==> config.mk <==
export PLATFORM = sky130hd
export DESIGN_NAME = alu_arbiter
export DESIGN_NICKNAME = d
export VERILOG_FILES = /design/src/rtl/rvga_types.sv /design/src/rtl/alu.sv /design/src/rtl/alu_arbiter.sv
export SDC_FILE = /design/constraint.sdc
export NUM_CORES = 1
export LEC_CHECK = 0
export ABC_AREA = 1
export ABC_CLOCK_PERIOD_IN_PS = 4400
export BUFFER_PORTS_ARGS = -buffer_cell sky130_fd_sc_hd__buf_2
export CORE_MARGIN = 2
export CORE_UTILIZATION = 49
export DETAILED_ROUTE_END_ITERATION = 8
export PLACE_DENSITY = 0.71
export SYNTH_ARGS = -nofsm -noshare
export SYNTH_HDL_FRONTEND = slang
export SYNTH_SLANG_ARGS = --single-unit
==> constraint.sdc <==
create_clock -name clk -period 4.4 [get_ports clk]
set_clock_uncertainty 0.05 [all_clocks]
set_input_delay 0.44 -clock clk [delete_from_list [all_inputs] [get_ports clk]]
set_output_delay 0.44 -clock clk [all_outputs]
set_load 0.02 [all_outputs]
==> src/rtl/rvga_types.sv <==
// Shared RVGA type definitions.
//   rvga_word    : 32-bit datapath word
//   rvga_artop_e : ALU operation selector; alt modifies ADD (subtract)
//                  and SRX (arithmetic shift)
package rvga_types;

  localparam int unsigned rvga_word_w = 32;

  typedef logic [rvga_word_w-1:0] rvga_word;

  typedef enum logic [2:0] {
    RVGA_ADD  = 3'd0,
    RVGA_SLL  = 3'd1,
    RVGA_SLT  = 3'd2,
    RVGA_SLTU = 3'd3,
    RVGA_XOR  = 3'd4,
    RVGA_SRX  = 3'd5,
    RVGA_OR   = 3'd6,
    RVGA_AND  = 3'd7
  } rvga_artop_e;

endpackage

==> src/rtl/alu.sv <==
// Combinational RVGA ALU.
//   op     : operation select
//   a, b   : operands (shift amount is b[4:0])
//   alt    : ADD -> subtract, SRX -> arithmetic right shift
//   result : operation result
module alu
  import rvga_types::*;
(
  input  rvga_artop_e op,
  input  rvga_word    a,
  input  rvga_word    b,
  input  logic        alt,
  output rvga_word    result
);

  logic [4:0] shamt;
  logic       lt_s;
  logic       lt_u;

  always_comb begin
    shamt  = b[4:0];
    lt_s   = $signed(a) < $signed(b);
    lt_u   = a < b;
    result = '0;
    unique case (op)
      RVGA_ADD:  result = alt ? (a - b) : (a + b);
      RVGA_SLL:  result = a << shamt;
      RVGA_SLT:  result = {{(rvga_word_w-1){1'b0}}, lt_s};
      RVGA_SLTU: result = {{(rvga_word_w-1){1'b0}}, lt_u};
      RVGA_XOR:  result = a ^ b;
      RVGA_SRX:  result = alt ? rvga_word'($signed(a) >>> shamt) : (a >> shamt);
      RVGA_OR:   result = a | b;
      RVGA_AND:  result = a & b;
      default:   result = '0;
    endcase
  end

endmodule

==> src/rtl/alu_arbiter.sv <==
// Two-requester round-robin front end for one shared ALU with a single
// output result register.
//   clk, reset           : clock, synchronous active-high reset
//   reqN_v_i/_ready_o    : requester N valid/ready handshake
//   reqN_op_i/_a_i/_b_i/_alt_i : requester N operation fields
//   resp_v_o/_id_o/_data_o, resp_ready_i : result handshake
//   grantN_cnt_o         : saturating count of accepted grants per requester
module alu_arbiter
  import rvga_types::*;
#(
  parameter int unsigned cnt_width_p = 16
) (
  input  logic                   clk,
  input  logic                   reset,
  input  logic                   req0_v_i,
  output logic                   req0_ready_o,
  input  rvga_artop_e            req0_op_i,
  input  rvga_word               req0_a_i,
  input  rvga_word               req0_b_i,
  input  logic                   req0_alt_i,
  input  logic                   req1_v_i,
  output logic                   req1_ready_o,
  input  rvga_artop_e            req1_op_i,
  input  rvga_word               req1_a_i,
  input  rvga_word               req1_b_i,
  input  logic                   req1_alt_i,
  output logic                   resp_v_o,
  output logic                   resp_id_o,
  output rvga_word               resp_data_o,
  input  logic                   resp_ready_i,
  output logic [cnt_width_p-1:0] grant0_cnt_o,
  output logic [cnt_width_p-1:0] grant1_cnt_o
);

  localparam logic [cnt_width_p-1:0] cnt_one = {{(cnt_width_p-1){1'b0}}, 1'b1};

  logic        last_grant;
  logic        can_accept;
  logic        sel;
  logic        accept;
  rvga_artop_e alu_op;
  rvga_word    alu_a;
  rvga_word    alu_b;
  logic        alu_alt;
  rvga_word    alu_result;

  always_comb begin
    can_accept = ~resp_v_o | resp_ready_i;

    // On a tie the requester not granted last wins; otherwise the sole
    // valid requester is selected.
    sel = 1'b0;
    if (req0_v_i && req1_v_i) sel = ~last_grant;
    else if (req1_v_i)        sel = 1'b1;

    req0_ready_o = ~reset & can_accept & req0_v_i & ~sel;
    req1_ready_o = ~reset & can_accept & req1_v_i &  sel;
    accept       = req0_ready_o | req1_ready_o;

    alu_op  = sel ? req1_op_i  : req0_op_i;
    alu_a   = sel ? req1_a_i   : req0_a_i;
    alu_b   = sel ? req1_b_i   : req0_b_i;
    alu_alt = sel ? req1_alt_i : req0_alt_i;
  end

  alu u_alu (
    .op     (alu_op),
    .a      (alu_a),
    .b      (alu_b),
    .alt    (alu_alt),
    .result (alu_result)
  );

  always_ff @(posedge clk) begin
    if (reset) begin
      resp_v_o     <= 1'b0;
      resp_id_o    <= 1'b0;
      resp_data_o  <= '0;
      last_grant   <= 1'b1;
      grant0_cnt_o <= '0;
      grant1_cnt_o <= '0;
    end else begin
      if (accept) begin
        resp_v_o    <= 1'b1;
        resp_id_o   <= sel;
        resp_data_o <= alu_result;
        last_grant  <= sel;
      end else if (resp_ready_i) begin
        resp_v_o <= 1'b0;
      end
      if (req0_ready_o && (grant0_cnt_o != '1)) grant0_cnt_o <= grant0_cnt_o + cnt_one;
      if (req1_ready_o && (grant1_cnt_o != '1)) grant1_cnt_o <= grant1_cnt_o + cnt_one;
    end
  end

endmodule
==> flow_summary.yaml, run 1 <==
outcome:
  status: "finished, violations left"
  violations: "DRC"
synth:
  synth.yosys.seq_area_share_pct: 10.22
  synth_compound_area_share_pct: 16.87
  synth_cell_types: 54
  synth_seq_cells: 67
  synth_xor_area_share_pct: 0.2001
  syn_nets: 2728
  synth-simple-area-share_pct: 49.18
  synth_top_family_by_area: "simple AND/OR/NAND/NOR gates"
  synth_area_um2: 13130
  synthAdderAreaFrac_pct: 9.549
  ys_warn_count: 0
  synthCells: 2488
  syn_area_per_cell_um2: 5.277
  muxShareOfSynthArea_pct: 0
placed_design:
  dpl_worst_slack_ps: 339.6
  placed_cell_area_um2: 14520
  portBuffers: 208
  gp_congestion: 1.110
  place_hpwl_um: 54040
  dp.cells: 2980
layout:
  multiInputGateArea_um2: 9983
  final_layout_size_suffix_gt1_share_pct: 13.04
  utilization_pct: 56.57
  final_common_cell: "nand2_1"
  final_area_um2: 14820
  nets: 2896
  syn_to_final_growth_pct: 12.91
  layout.cells.non_filler: 2997
  layout_common_cells: "731 x nand2_1, 408 x nand3_1, 312 x inv_1"
  seqCellArea_um2: 1341
  fillCellCount: 2819
setup_path:
  worstPathCellList: "nand2_2, nand2_4, buf_4, nand2_1, o21ai_2, inv_1, ha_1, buf_4, inv_1, nor2_1, inv_1, o21ai_0, nand2_1, nand3_1, nand2_1, nand3_1, nand2_1, o21ai_0, inv_1, nand3_1, nand2_1, inv_1"
  crit_fanout: 24
  crit_type: "reg2reg"
  crit_arrival_ps: 4390
  worstReg2RegEnd: "resp_data_o[10]"
  crit_path_max_incr_delay_ps: 350
  r2r-start: "last_grant"
  reg2reg_depth: 22
  cp_data_required_time_ps: 4630
  critPathCaptureType: "flip-flop"
  critPathSlowestCell: "dfxtp_1"
  r2r_slack_ps: 240
  start_kind: "flip-flop"
drt:
  via_per_inst: 6.170
  wl_met1_um: 25820
  drc_errors: 8
  wl_per_cell_um: 22.19
  drtIter0Drc: 3130
  wl_met2_um: 25550
  ant_nets: 0
  top_layer_used: "met5"
  wirelength_um: 66510
  first_pass_iters: 9
  vias: 18490
  dr_wl_met3_um: 10060
power:
  ir_drop_mv: 0.2170
  power.density_nw_per_um2: 282.1
  combPwrFrac_pct: 66.1
  sw_frac_of_total_pct: 55.43
  power_frac_seq_pct: 16.2
  cellInternalPower_mw: 1.864
  switchingPower_mw: 2.317
  leakage_nw: 7.921
  power.total_mw: 4.181
  clock_power_share_pct: 17.7
global_routing:
  track_usage_pct: 45.52
  first_global_vias: 16420
  grt_max_degree: 71
  overflow: 0
  grt_pass1_wl_um: 97580
  grt_antenna_before_repair: 4
clocking:
  cts_setup_buffers: 0
  cts_resized: 0
  cts_max_level: 3
  cts_tree: "built"
  clock_latency_ps: 340
  cts_sinks: 67
  cts.clk_slew.worst_paths_ps: 60
  cts_buffer_depth: 2
  postCtsHoldBufs: 0
  cts_buffers: 9
  root_buffer: "clkbuf_16"
worst_hold_path:
  whs_endpoint: "resp_v_o"
  worstHoldPathType: "in2reg"
  hp-start: "resp_ready_i"
  hold_depth: 4
floorplan:
  rows: 59
  start_util_pct: 50.10
  die_y_um: 167.7
  io_pins: 209
  core_area_um2: 26210
  die-area_um2: 28120
  die_x_um: 167.7
sta:
  finalHoldViolations: 0
  holdWs_ps: 407.1
  tightest_slew_ps: 836.7
  slew_violations: 0
  layout_setup_ws_ps: 242.8
  setup_tns_ps: 0
  finalCritPeriodShare_pct: 94.48
  grt_setup_unrepaired: "false"
  slew_headroom_pct: 43.63
  fmax_mhz: 240.5
  setup_viol: 0
  min_period_ps: 4157
flow_run:
  max_cap_viol_count: 0
## final cells by class
type                            instances  share of cell area [%]
Inverter                              328                   8.339
Timing Repair Buffer                  268                   10.40
Clock inverter                          7                  0.5064
Antenna cell                            1                 0.01688
Multi-Input combinational cell       1982                   67.34
Sequential cell                        67                   9.048
Tap cell                              335                   2.827
Clock buffer                            9                   1.519
## registers in the layout, summed over array words and instances, names as in the netlist
name          cells
resp_v_o          1
grant1_cnt_o     16
resp_data_o      32
last_grant        1
grant0_cnt_o     16
resp_id_o         1
## synth_stat cells, drive strengths merged
master / n / area share, %
and2: 3 / 0.14
o21ai: 159 / 6.6
or2: 5 / 0.24
buf: 72 / 3.5
a211oi: 4 / 0.23
o2bb2ai: 1 / 0.067
clkbuf: 39 / 1.1
fa: 2 / 0.30
nand3b: 20 / 1.1
o21bai: 8 / 0.46
o31ai: 3 / 0.17
o221ai: 9 / 0.60
a41oi: 1 / 0.067
nand3: 410 / 16
nor2: 235 / 7.1
inv: 326 / 9.4
nor4: 10 / 0.48
a22oi: 6 / 0.34
a311oi: 1 / 0.067
o211a: 1 / 0.076
a21o: 1 / 0.057
ha: 97 / 9.2
nor3: 36 / 1.4
nor3b: 4 / 0.23
a21boi: 2 / 0.11
a21oi: 145 / 5.5
nand4: 20 / 0.95
dfxtp: 67 / 10
o21a: 6 / 0.34
xor2: 3 / 0.20
nand2: 748 / 22
o22ai: 15 / 0.71
a221oi: 1 / 0.067
a31oi: 10 / 0.48
o211ai: 16 / 0.91
clkinv: 2 / 0.057
## kinds of logic after synthesis
| kind of cell | after synthesis |
|---|---|
| compound gates | 389 |
| xor+xnor | 3 |
| fa+ha+maj | 99 |
| buf+inv | 439 |
| flops | 67 |
| simple gates | 1491 |
## worst max-delay path by stage
stage                     startpoint         endpoint
final                     last_grant  resp_data_o[10]
after global routing      last_grant  resp_data_o[10]
after CTS                 last_grant  resp_data_o[10]
after detailed placement    req0_v_i  resp_data_o[10]
after global placement      req0_v_i  resp_data_o[10]
after floorplan             req1_v_i  resp_data_o[26]
## worst max-delay path, delay by kind of cell (launching register included)
family,cells,cell delay (ps)
AO/OA/AOI/OAI,3,760
adder cells (fa/ha/maj),1,330
buffers and inverters,7,980
flip-flops,1,350
AND/OR/NAND/NOR,11,1640
## power groups by stage
stage / registers, mW / logic, mW / clock network [mW]
after floorplan: 0.719 / 1.68 / 0
after global placement: 0.688 / 2.60 / 0
after detailed placement: 0.688 / 2.60 / 0
after CTS: 0.675 / 2.61 / 0.744
after global routing: 0.677 / 2.94 / 0.763
final: 0.676 / 2.76 / 0.742
## metal layers
metal | up-vias | track usage, %
met1 | 8322 | 58.84
met2 | 1407 | 65.51
li1 | 8476 | -
met3 | 278 | 15.58
met5 | - | 2.957
met4 | 8 | 25.78
Note: power is estimated with default switching activity, not from simulation.
==> run 2: changes to the inputs <==
Settings changed: CAP_MARGIN set to 40, PLACE_DENSITY 0.71 to unset, PLACE_DENSITY_LB_ADDON set to 0.12.
==> flow_summary.yaml, run 2 (synthesis results as in run 1) <==
global_routing:
  track_usage_pct: 45.88
  overflow: 0
  grt_max_degree: 72
  first_global_vias: 16370
  grt_antenna_before_repair: 3
  grt_pass1_wl_um: 98210
clocking:
  root_buffer: "clkbuf_16"
  cts_buffers: 9
  cts_buffer_depth: 2
  postCtsHoldBufs: 0
  cts.clk_slew.worst_paths_ps: 70
  cts_max_level: 3
  cts_tree: "built"
  cts_resized: 0
  cts_setup_buffers: 0
  cts_sinks: 67
  clock_latency_ps: 330
placed_design:
  dp.cells: 2980
  dpl_worst_slack_ps: 280.9
  placed_cell_area_um2: 14500
  gp_congestion: 1.112
  portBuffers: 208
  place_hpwl_um: 54020
drt:
  wirelength_um: 66420
  drc_errors: 0
  drtIter0Drc: 2843
  ant_nets: 0
  first_pass_iters: 7
  via_per_inst: 6.077
  wl_per_cell_um: 22.15
  vias: 18220
layout:
  largest_register_ffs: 32
  fillCellCount: 2777
  largest_registers: "resp_data_o (32), grant0_cnt_o (16), grant1_cnt_o (16)"
  final_common_cell: "nand2_1"
  final_area_um2: 14810
  layout.cells.non_filler: 2998
  seqCellArea_um2: 1341
  nets: 2896
  final_layout_size_suffix_gt1_share_pct: 13.04
  layout_common_cells: "731 x nand2_1, 408 x nand3_1, 312 x inv_1"
  multiInputGateArea_um2: 9983
  syn_to_final_growth_pct: 12.80
  utilization_pct: 56.51
  largest_register: "resp_data_o"
setup_path:
  crit_arrival_ps: 4340
  crit_fanout: 71
  crit_top_cell: "nand2_1"
  crit_path_max_incr_delay_ps: 390
  worstPathCellList: "nand2_2, nand2_4, buf_12, nand2_1, nand2_2, inv_1, ha_1, nor2_1, inv_1, o21ai_0, a21oi_1, nand3_1, nand2_1, nand2_1, nand2_1, nand2_1, nand2_1, nand2_1, nand3_1, a21oi_1"
  cp_data_required_time_ps: 4620
  cp_num_buf_inv: 3
  crit_family: "simple AND/OR/NAND/NOR gates"
  critPathSlowestCell: "nand2_4"
  critPathCaptureType: "flip-flop"
  crit_type: "reg2reg"
  start_kind: "flip-flop"
sta:
  slew_violations: 0
  slew_headroom_pct: 45.40
  setup_tns_ps: 0
  holdWs_ps: 402.2
  layout_setup_ws_ps: 279.8
  min_period_ps: 4120
  tightest_slew_ps: 816.1
  finalHoldViolations: 0
  finalCritPeriodShare_pct: 93.64
  fmax_mhz: 242.7
  grt_setup_unrepaired: "false"
  setup_viol: 0
power:
  clock_power_share_pct: 18.6
  switchingPower_mw: 2.324
  cellInternalPower_mw: 1.867
  power.total_mw: 4.191
  ir_drop_mv: 0.1994
  leakage_nw: 7.906
  combPwrFrac_pct: 65.3
  sw_frac_of_total_pct: 55.46
  power_frac_seq_pct: 16.2
  power.density_nw_per_um2: 283.0
outcome:
  status: "finished clean"
floorplan:
  io_pins: 209
  core_area_um2: 26210
  die-area_um2: 28120
  rows: 59
  die_y_um: 167.7
  start_util_pct: 50.10
  die_x_um: 167.7
flow_run:
  max_cap_viol_count: 0
worst_hold_path:
  worstHoldPathType: "in2reg"
run 2: path summary, 6_finish.rpt:
check / slack [ps] / cells after the start / endpoint / from
worst max-delay path: 280 / 20 / resp_data_o[29] / last_grant
worst min-delay path: 400 / 4 / resp_v_o / resp_ready_i
worst max register to register: 280 / 20 / resp_data_o[29] / last_grant
worst min register to register: 430 / 2 / resp_id_o / resp_id_o
run 2: final cells by class:
cell class,instances,share of cell area [%]
well taps,335,2.830
multi-input cells,1982,67.41
clock buffers,9,1.521
flip-flops and latches,67,9.057
repair buffers,268,10.24
inverters,328,8.347
clock inverters,7,0.5576
diodes,2,0.03380
run 2: worst min-delay path: stages:
cell and delay [ps]:
buf_2 70, inv_1 40, nand2_1 110, a21oi_1 70
run 2: metal layers:
metal  vias up  global-route usage [%]  wire length [um]
met5         -                       0                 0
met4         0                   26.50              4577
met3       220                   10.09              8899
met2      1396                   68.55             26880
met1      8151                   60.75             26060
li1       8453                       -                 -
run 2: power groups by stage:
stage               registers (mW)  logic [mW]  clock network [mW]
finish                       0.678        2.74               0.778
global route                 0.679        2.93               0.807
CTS                          0.676        2.60               0.777
detailed placement           0.690        2.59                   0
global placement             0.689        2.59                   0
floorplan                    0.719        1.68                   0
